--- config.mk ---
export PLATFORM = sky130hd
export DESIGN_NAME = screen_clear_sweeper
export DESIGN_NICKNAME = d
export VERILOG_FILES = /design/src/rtl/screen_clear_sweeper.sv
export SDC_FILE = /design/constraint.sdc
export NUM_CORES = 1
export LEC_CHECK = 0
export CAP_MARGIN = 20
export CORE_MARGIN = 2
export CORE_UTILIZATION = 30
export CTS_BUF_LIST = sky130_fd_sc_hd__clkbuf_4
export DETAILED_ROUTE_END_ITERATION = 8
export GPL_TIMING_DRIVEN = 0
export SETUP_SLACK_MARGIN = 0.3
export SLEW_MARGIN = 40
export SYNTH_ARGS = -nofsm -noshare
export SYNTH_HDL_FRONTEND = slang
export SYNTH_SLANG_ARGS = --single-unit
--- constraint.sdc ---
create_clock -name clock -period 7.88 [get_ports clock]
set_clock_uncertainty 0.2 [all_clocks]
set_input_delay 0.788 -clock clock [delete_from_list [all_inputs] [get_ports clock]]
set_output_delay 0.788 -clock clock [all_outputs]
set_load 0.02 [all_outputs]
--- src/rtl/screen_clear_sweeper.sv ---
// Clear-pass pixel generator: sweeps a clipped rectangle (or the whole 160x120 frame)
// in raster order with a fixed colour and steers the downstream clear/regular mux.
module screen_clear_sweeper #(
    parameter int         SCREEN_W    = 160,
    parameter int         SCREEN_H    = 120,
    parameter logic [2:0] CLEAR_COLOR = 3'b000
) (
    input  logic       clock,
    input  logic       reset,
    input  logic       start,
    input  logic       full_screen,
    input  logic [7:0] rect_x0,
    input  logic [6:0] rect_y0,
    input  logic [7:0] rect_w,
    input  logic [6:0] rect_h,
    input  logic       hold,
    output logic [7:0] x_clear,
    output logic [6:0] y_clear,
    output logic [2:0] color_clear,
    output logic       plot,
    output logic       busy,
    output logic       done,
    output logic       send_clear_or_regular
);

    typedef enum logic [1:0] {
        IDLE  = 2'd0,
        SWEEP = 2'd1,
        DONE  = 2'd2
    } state_t;

    localparam logic [8:0] X_MAX = 9'(SCREEN_W - 1);
    localparam logic [8:0] Y_MAX = 9'(SCREEN_H - 1);

    state_t     state_r;
    logic [7:0] x_start_r;
    logic [7:0] x_end_r;
    logic [6:0] y_end_r;

    logic [8:0] x_last_s;
    logic [8:0] y_last_s;
    logic [7:0] x_first_s;
    logic [6:0] y_first_s;
    logic [7:0] x_end_s;
    logic [6:0] y_end_s;
    logic       empty_s;

    assign color_clear = CLEAR_COLOR;

    // Clip the requested rectangle to the frame; 9-bit sums keep x0+w and y0+h from wrapping.
    always_comb begin
        x_last_s  = {1'b0, rect_x0} + {1'b0, rect_w} - 9'd1;
        y_last_s  = {2'b00, rect_y0} + {2'b00, rect_h} - 9'd1;
        x_first_s = rect_x0;
        y_first_s = rect_y0;
        x_end_s   = 8'd0;
        y_end_s   = 7'd0;
        empty_s   = 1'b0;
        if (full_screen) begin
            x_first_s = 8'd0;
            y_first_s = 7'd0;
            x_end_s   = X_MAX[7:0];
            y_end_s   = Y_MAX[6:0];
            empty_s   = 1'b0;
        end else begin
            x_end_s = (x_last_s > X_MAX) ? X_MAX[7:0] : x_last_s[7:0];
            y_end_s = (y_last_s > Y_MAX) ? Y_MAX[6:0] : y_last_s[6:0];
            empty_s = (rect_w == 8'd0) || (rect_h == 7'd0) ||
                      ({1'b0, rect_x0} > X_MAX) || ({2'b00, rect_y0} > Y_MAX);
        end
    end

    // Sweep FSM with all outputs registered; send_clear_or_regular always mirrors ~busy.
    always_ff @(posedge clock or posedge reset) begin
        if (reset) begin
            state_r               <= IDLE;
            x_start_r             <= 8'd0;
            x_end_r               <= 8'd0;
            y_end_r               <= 7'd0;
            x_clear               <= 8'd0;
            y_clear               <= 7'd0;
            plot                  <= 1'b0;
            busy                  <= 1'b0;
            done                  <= 1'b0;
            send_clear_or_regular <= 1'b1;
        end else begin
            case (state_r)
                IDLE: begin
                    done <= 1'b0;
                    if (start) begin
                        x_start_r <= x_first_s;
                        x_end_r   <= x_end_s;
                        y_end_r   <= y_end_s;
                        if (empty_s) begin
                            state_r <= DONE;
                            done    <= 1'b1;
                        end else begin
                            state_r               <= SWEEP;
                            x_clear               <= x_first_s;
                            y_clear               <= y_first_s;
                            plot                  <= 1'b1;
                            busy                  <= 1'b1;
                            send_clear_or_regular <= 1'b0;
                        end
                    end
                end
                SWEEP: begin
                    // A held cycle keeps the pixel pointer, so nothing is skipped on release.
                    if (hold) begin
                        plot <= 1'b0;
                    end else if ((x_clear == x_end_r) && (y_clear == y_end_r)) begin
                        state_r               <= DONE;
                        plot                  <= 1'b0;
                        busy                  <= 1'b0;
                        done                  <= 1'b1;
                        send_clear_or_regular <= 1'b1;
                    end else if (x_clear < x_end_r) begin
                        x_clear <= x_clear + 8'd1;
                        plot    <= 1'b1;
                    end else begin
                        x_clear <= x_start_r;
                        y_clear <= y_clear + 7'd1;
                        plot    <= 1'b1;
                    end
                end
                DONE: begin
                    state_r <= IDLE;
                    done    <= 1'b0;
                end
                default: begin
                    state_r               <= IDLE;
                    plot                  <= 1'b0;
                    busy                  <= 1'b0;
                    done                  <= 1'b0;
                    send_clear_or_regular <= 1'b1;
                end
            endcase
        end
    end

endmodule

# [Yosys cells after proc, flatten, opt, wreduce, memory -nomap -nowiden]
# Index checks and enable logic that the tools add are counted.
[word_totals] out_inout_bits=22 wordCells=87 ff_bits=44
[op_classes] order_cmp=5 add_sub_neg=6 eq_ne=10 muxes=40 n_bitwise=1 n_reduce_logical=15
[op_table] operator="$mux W8" count=8
[op_table] operator="$mux W7" count=8
[op_table] operator="$pmux W8 S2" count=1
[op_table] operator="$pmux W7 S2" count=1
[op_table] operator="$mux W1" count=13
[op_table] operator="$ne A2 B2 Y1 const B" count=6
[op_table] operator="$reduce_and A5 Y1" count=2
[op_table] operator="$add A8 B8 Y9" count=1
[op_table] operator="$gt A9 B7 Y1 const B" count=1
[op_table] operator="$gt A9 B8 Y1 const B" count=1
[op_table] operator="$pmux W1 S3" count=3
[op_table] operator="$sub A8 B1 Y9 const B" count=1
[op_table] operator="$sub A9 B1 Y9 const B" count=1
[op_table] operator="$add A7 B7 Y8" count=1
[op_table] operator="$add A8 B1 Y8 const B" count=1
[op_table] operator="$eq A8 B8 Y1" count=1
[op_table] operator="$gt A8 B8 Y1 const B" count=1
[op_table] operator="$logic_not A8 Y1" count=1
[op_table] operator="$lt A8 B8 Y1" count=1
[op_table] operator="$mux W2" count=4
[op_table] operator="$add A7 B1 Y7 const B" count=1
[op_table] operator="$eq A7 B7 Y1" count=1
[op_table] operator="$gt A7 B7 Y1 const B" count=1
[op_table] operator="$logic_not A7 Y1" count=1
[op_table] operator="12 further kinds" count=16

# [Longest topological paths before layout]
[logic_depth] ltp_word=8 mapped_depth=12 ltp_nobuf=12

# [Worst setup path after synthesis]
# No wires, ideal clock.
[synth_timing] path_kind="input -> register" start="input rect_y0[1]" end="register y_end_r[0]" required_time_ns=7.559 cell_stages=11 path_slack_ns=4.329 arrival_ns=3.230 path_cell_list="inv_1 > ha_1 > inv_1 > ha_1 > fa_1 > a21o_2 > a22o_1 > or3_1 > a311o_1 > a41o_1 > o22a_1"
[synth_between] elab_chain_cells=5
[synth_lines] item="start: declaration" line_no="13" rtl="input logic [6:0] rect_y0,"
[synth_lines] item="$add A7 B7 Y8" line_no="53" rtl="y_last_s = {2'b00, rect_y0} + {2'b00, rect_h} - 9'd1;"
[synth_lines] item="$sub A8 B1 Y9" line_no="53"
[synth_lines] item="$gt A9 B7 Y1" line_no="67" rtl="y_end_s = (y_last_s > Y_MAX) ? Y_MAX[6:0] : y_last_s[6:0];"
[synth_lines] item="$mux W7" line_no="67"
[synth_lines] item="$mux W7" line_no="59" rtl="if (full_screen) begin"
[synth_lines] item="end signal: assignment" line_no="93" rtl="y_end_r <= y_end_s;"
[synth_lines] item="end: declaration" line_no="38" rtl="logic [6:0] y_end_r;"
# Every way passes these cells.
# A chain may end at the register's enable or synchronous reset.

# [Worst setup path after layout]
[layout_timing] start="input rect_y0[1]" end="register y_end_r[2]"
[layout_between] elab_chain_cells=5
[layout_lines] item="$add A7 B7 Y8 *" line_no="53"
[layout_lines] item="$sub A8 B1 Y9 *" line_no="53"
[layout_lines] item="$gt A9 B7 Y1" line_no="67"
[layout_lines] item="$mux W7 *" line_no="67"
[layout_lines] item="$mux W7 *" line_no="59"
# Every way passes the cells marked *; elsewhere a longest branch is shown, timed or not.

==> results.tsv <==
stage	metric	value	unit
pwr	internal cell power	0.751	mW
worst_setup_path	CP max-delay cell	clkdlybuf4s50_1	
die	# IOs	57	
finish	nets	544	
die	die area	12300	um2
clock_network	Clk pin slew, worst setup/hold paths	0.16	ns
synth	Main synth FF type	dfrtp_1	
clock_network	H-tree levels	2	
timing	FMAX	0.262	GHz
die	initial core utilization	30.4	%
finish	antenna cell count	0	
finish	final core utilization	37.8	%
synth	Post-synth top cells	inv_1, dfrtp_1, ha_1, nand2_1, o21ai_0	
clock_network	Clock Latency Late Sink	0.37	ns
global_routing	gr ovfl total	0	
timing	Max Slew Vio Count	0	
pwr	share of power burned in registers	32.3	%
global_routing	vias in the first global route	3205	
clock_network	Max Root-Sink Buffers	2	
global_routing	first-pass GRT wire length	15500	um
die	row cnt	39	
clock_network	Root Driver	clkbuf_4	
synth	Async SR Flop Fraction	100	%
routing	Final ANT Viol Nets	0	
worst_setup_path	R2R depth	9	
worst_setup_path	R2R Path End	y_clear[1]$_DFFE_PP0P_	
worst_setup_path	CP Class	input port to flop	
timing	RSZ-0062 raised after global routing	no	
routing	via count	3084	
worst_setup_path	worst reg2reg startpoint	x_clear[6]$_DFFE_PP0P_	
routing	Routed WL	9420	um
worst_hold_path	Hold WC Path Type	flop to flop	
routing	Starting DRT DRC Count	160	
finish	area of the multi-input gates	1980	um2
global_routing	pin count of the biggest net entering global routing	25	
worst_setup_path	CP startpoint kind	input port	
worst_setup_path	CP Cell Sequence	clkdlybuf4s50_1 -> inv_1 -> ha_1 -> inv_1 -> ha_1 -> fa_1 -> a21o_2 -> a22o_1 -> or3_1 -> a311o_1 -> a41o_1 -> o22a_1	
pwr	peak supply drop	0.000131	V
die	Die Width	111	um
timing	worst-margin pin slew	0.729	ns
pwr	Leak	1.97	nW
pwr	power per standard cell area	316	nW/um2
place	Final HPWL DP	7520	um
worst_setup_path	CP peak stage delay	0.46	ns
synth	largest area contributor in the netlist	dfrtp_1	
place	Final Wtd Congestion	0.813	
clock_network	Post-CTS Setup Repair Bufs	0	
timing	final cycle utilization of the critical path	48.5	%
timing	fin crit period	3.82	ns
clock_network	clk sinks	44	
pwr	Switching Fraction	44.4	%
worst_setup_path	critical path data arrival time	3.88	ns
die	Die Y-Extent	111	um
run	max cap viols	0	
status	status	finished, final reports clean	
worst_setup_path	r2r setup slk	4.91	ns
routing	Routed wire per std cell	15.4	um
worst_setup_path	Crit Path Max Fanout	5	
clock_network	CTS tree	done	
timing	endpoints failing hold	0	
timing	Final setup viols	0	
place	Port Buffers	52	
finish	Sequential Area	1100	um2
clock_network	CTS Buf Count	5	
finish	area delta synth->final	24.6	%
clock_network	Hold Buf Count CTS	0	
synth	Yosys Warn Count	0	
timing	worst rel slew slack	51.2	%
global_routing	initial antenna violation count	0	
synth	top post-synthesis cells by area	dfrtp_1, ha_1, inv_1	
worst_setup_path	Worst setup EP type	flop	
pwr	clock power share	13.6	%
die	floorplan core area	11300	um2
finish	fillers	1169	
finish	Final Instance Area	4280	um2
global_routing	Total Routing Usage GR	15.4	%
pwr	Combinational Power Share	54.1	%
routing	via/cell ratio	5.03	
timing	Hold WS	0.299	ns
worst_setup_path	critical path required time	7.94	ns
synth	Post-synth EDFFs	0	
pwr	NetSw	0.600	mW
synth	flop and latch count out of synthesis	44	
timing	Final TNS setup	0	ns
synth	Synth Area per Inst	8.44	um2
routing	DRC viols	0	
clock_network	post-CTS sizing	0	
synth	Distinct cells, synth	53	
synth	Cell Area, Synth	3440	um2
place	Placement Cell Area	4170	um2
synth	Yosys top cell area share	31.3	%
routing	drt first pass iters	5	
synth	register area share after synthesis	32.1	%
synth	most numerous cell in the Yosys netlist	inv_1	
synth	Gate Count Post-Synth	407	
worst_setup_path	Critical Path Sink	y_end_r[2]$_DFFE_PP0P_	
finish	layout cells sized above 1	5.96	%
worst_setup_path	Worst Setup SP	rect_y0[1]	
-- power by group through the flow --
stage	sequential, mW	clock (mW)	combinational (mW)
6_report	0.436	0.184	0.731
5_1_grt	0.451	0.193	0.803
4_1_cts	0.434	0.184	0.731
3_5_place_dp	0.438	0	0.728
3_3_place_gp	0.435	0	0.706
2_1_floorplan	0.457	0	0.447
-- worst max-delay path: cells and delay by family --
family,cells,cell delay [ns]
AND/OR/NAND/NOR,1,0.31
AO/OA/AOI/OAI,5,1.34
buffers and inverters,3,0.56
adder cells (fa/ha/maj),3,0.88
-- registers in the layout, summed over array words and instances, names as in the netlist --
signal                 cells
x_clear                    8
x_end_r                    8
x_start_r                  8
y_clear                    7
y_end_r                    7
state_r                    2
busy                       1
done                       1
plot                       1
send_clear_or_regular      1
-- area by class of cell --
class	count	share of cell area, %
multi-input combinational	274	46.3
timing repair buffer	53	12.8
sequential	44	25.7
buffer	15	1.75
clock inverter	2	1.40
clock buffer	6	1.05
inverter	76	6.72
tap	143	4.18
-- per-stage QoR --
step | std cells | setup slack [ns] | power, mW
2_1_floorplan | 409 | 4.33 | 0.904
3_3_place_gp | 604 | 3.72 | 1.14
3_5_place_dp | 605 | 3.67 | 1.17
4_1_cts | 613 | 4.06 | 1.35
5_1_grt | 613 | 3.91 | 1.45
6_report | 613 | 4.06 | 1.35
-- placed cells by master, fill, tap and decap left out, types with 4 or more instances in the layout --
cell type,instances
inv_1,74
clkdlybuf4s50_1,52
dfrtp_1,43
ha_1,38
nand2_1,28
o21ai_0,22
nor2_1,19
a21oi_1,18
nand3_1,14
xor2_1,14
o31ai_1,14
clkbuf_1,8
nor3_1,7
xnor2_1,7
a31oi_1,7
nand2b_1,6
o22a_1,6
clkbuf_4,6
nor4_1,5
o21a_1,5
nand4_1,4
a211oi_1,4
buf_4,4
a21o_1,4
a22o_1,4
a32oi_1,4
-- cells by family after synthesis --
kind of cell               count (synthesis)  share of synthesized area [%]
other                                      1                          0.109
AOI/OAI and AO/OA                        111                           22.5
buffers and inverters                     91                           10.5
and+or+nand+nor                           97                           13.8
adders and majority gates                 40                           15.0
DFF                                       44                           32.1
xor gates and xnor gates                  21                           5.35
muxes                                      2                          0.764
-- how the worst min path moves through the flow --
stage          depth (start not counted)                startpoint                       end
2_1_floorplan                          2  x_start_r[2]$_DFFE_PP0P_  x_start_r[2]$_DFFE_PP0P_
3_3_place_gp                           2  x_start_r[3]$_DFFE_PP0P_  x_start_r[3]$_DFFE_PP0P_
3_5_place_dp                           2  x_start_r[2]$_DFFE_PP0P_  x_start_r[2]$_DFFE_PP0P_
4_1_cts                                2  x_start_r[2]$_DFFE_PP0P_  x_start_r[2]$_DFFE_PP0P_
5_1_grt                                2  x_start_r[1]$_DFFE_PP0P_  x_start_r[1]$_DFFE_PP0P_
6_report                               2  x_start_r[1]$_DFFE_PP0P_  x_start_r[1]$_DFFE_PP0P_
-- routing by layer --
layer	GRT usage, %	wire length [um]
met1	20.7	4340
met5	0	0
met3	2.30	495
met4	6.26	197
met2	24.8	4380
No activity file was read; power rests on OpenSTA's default activity.
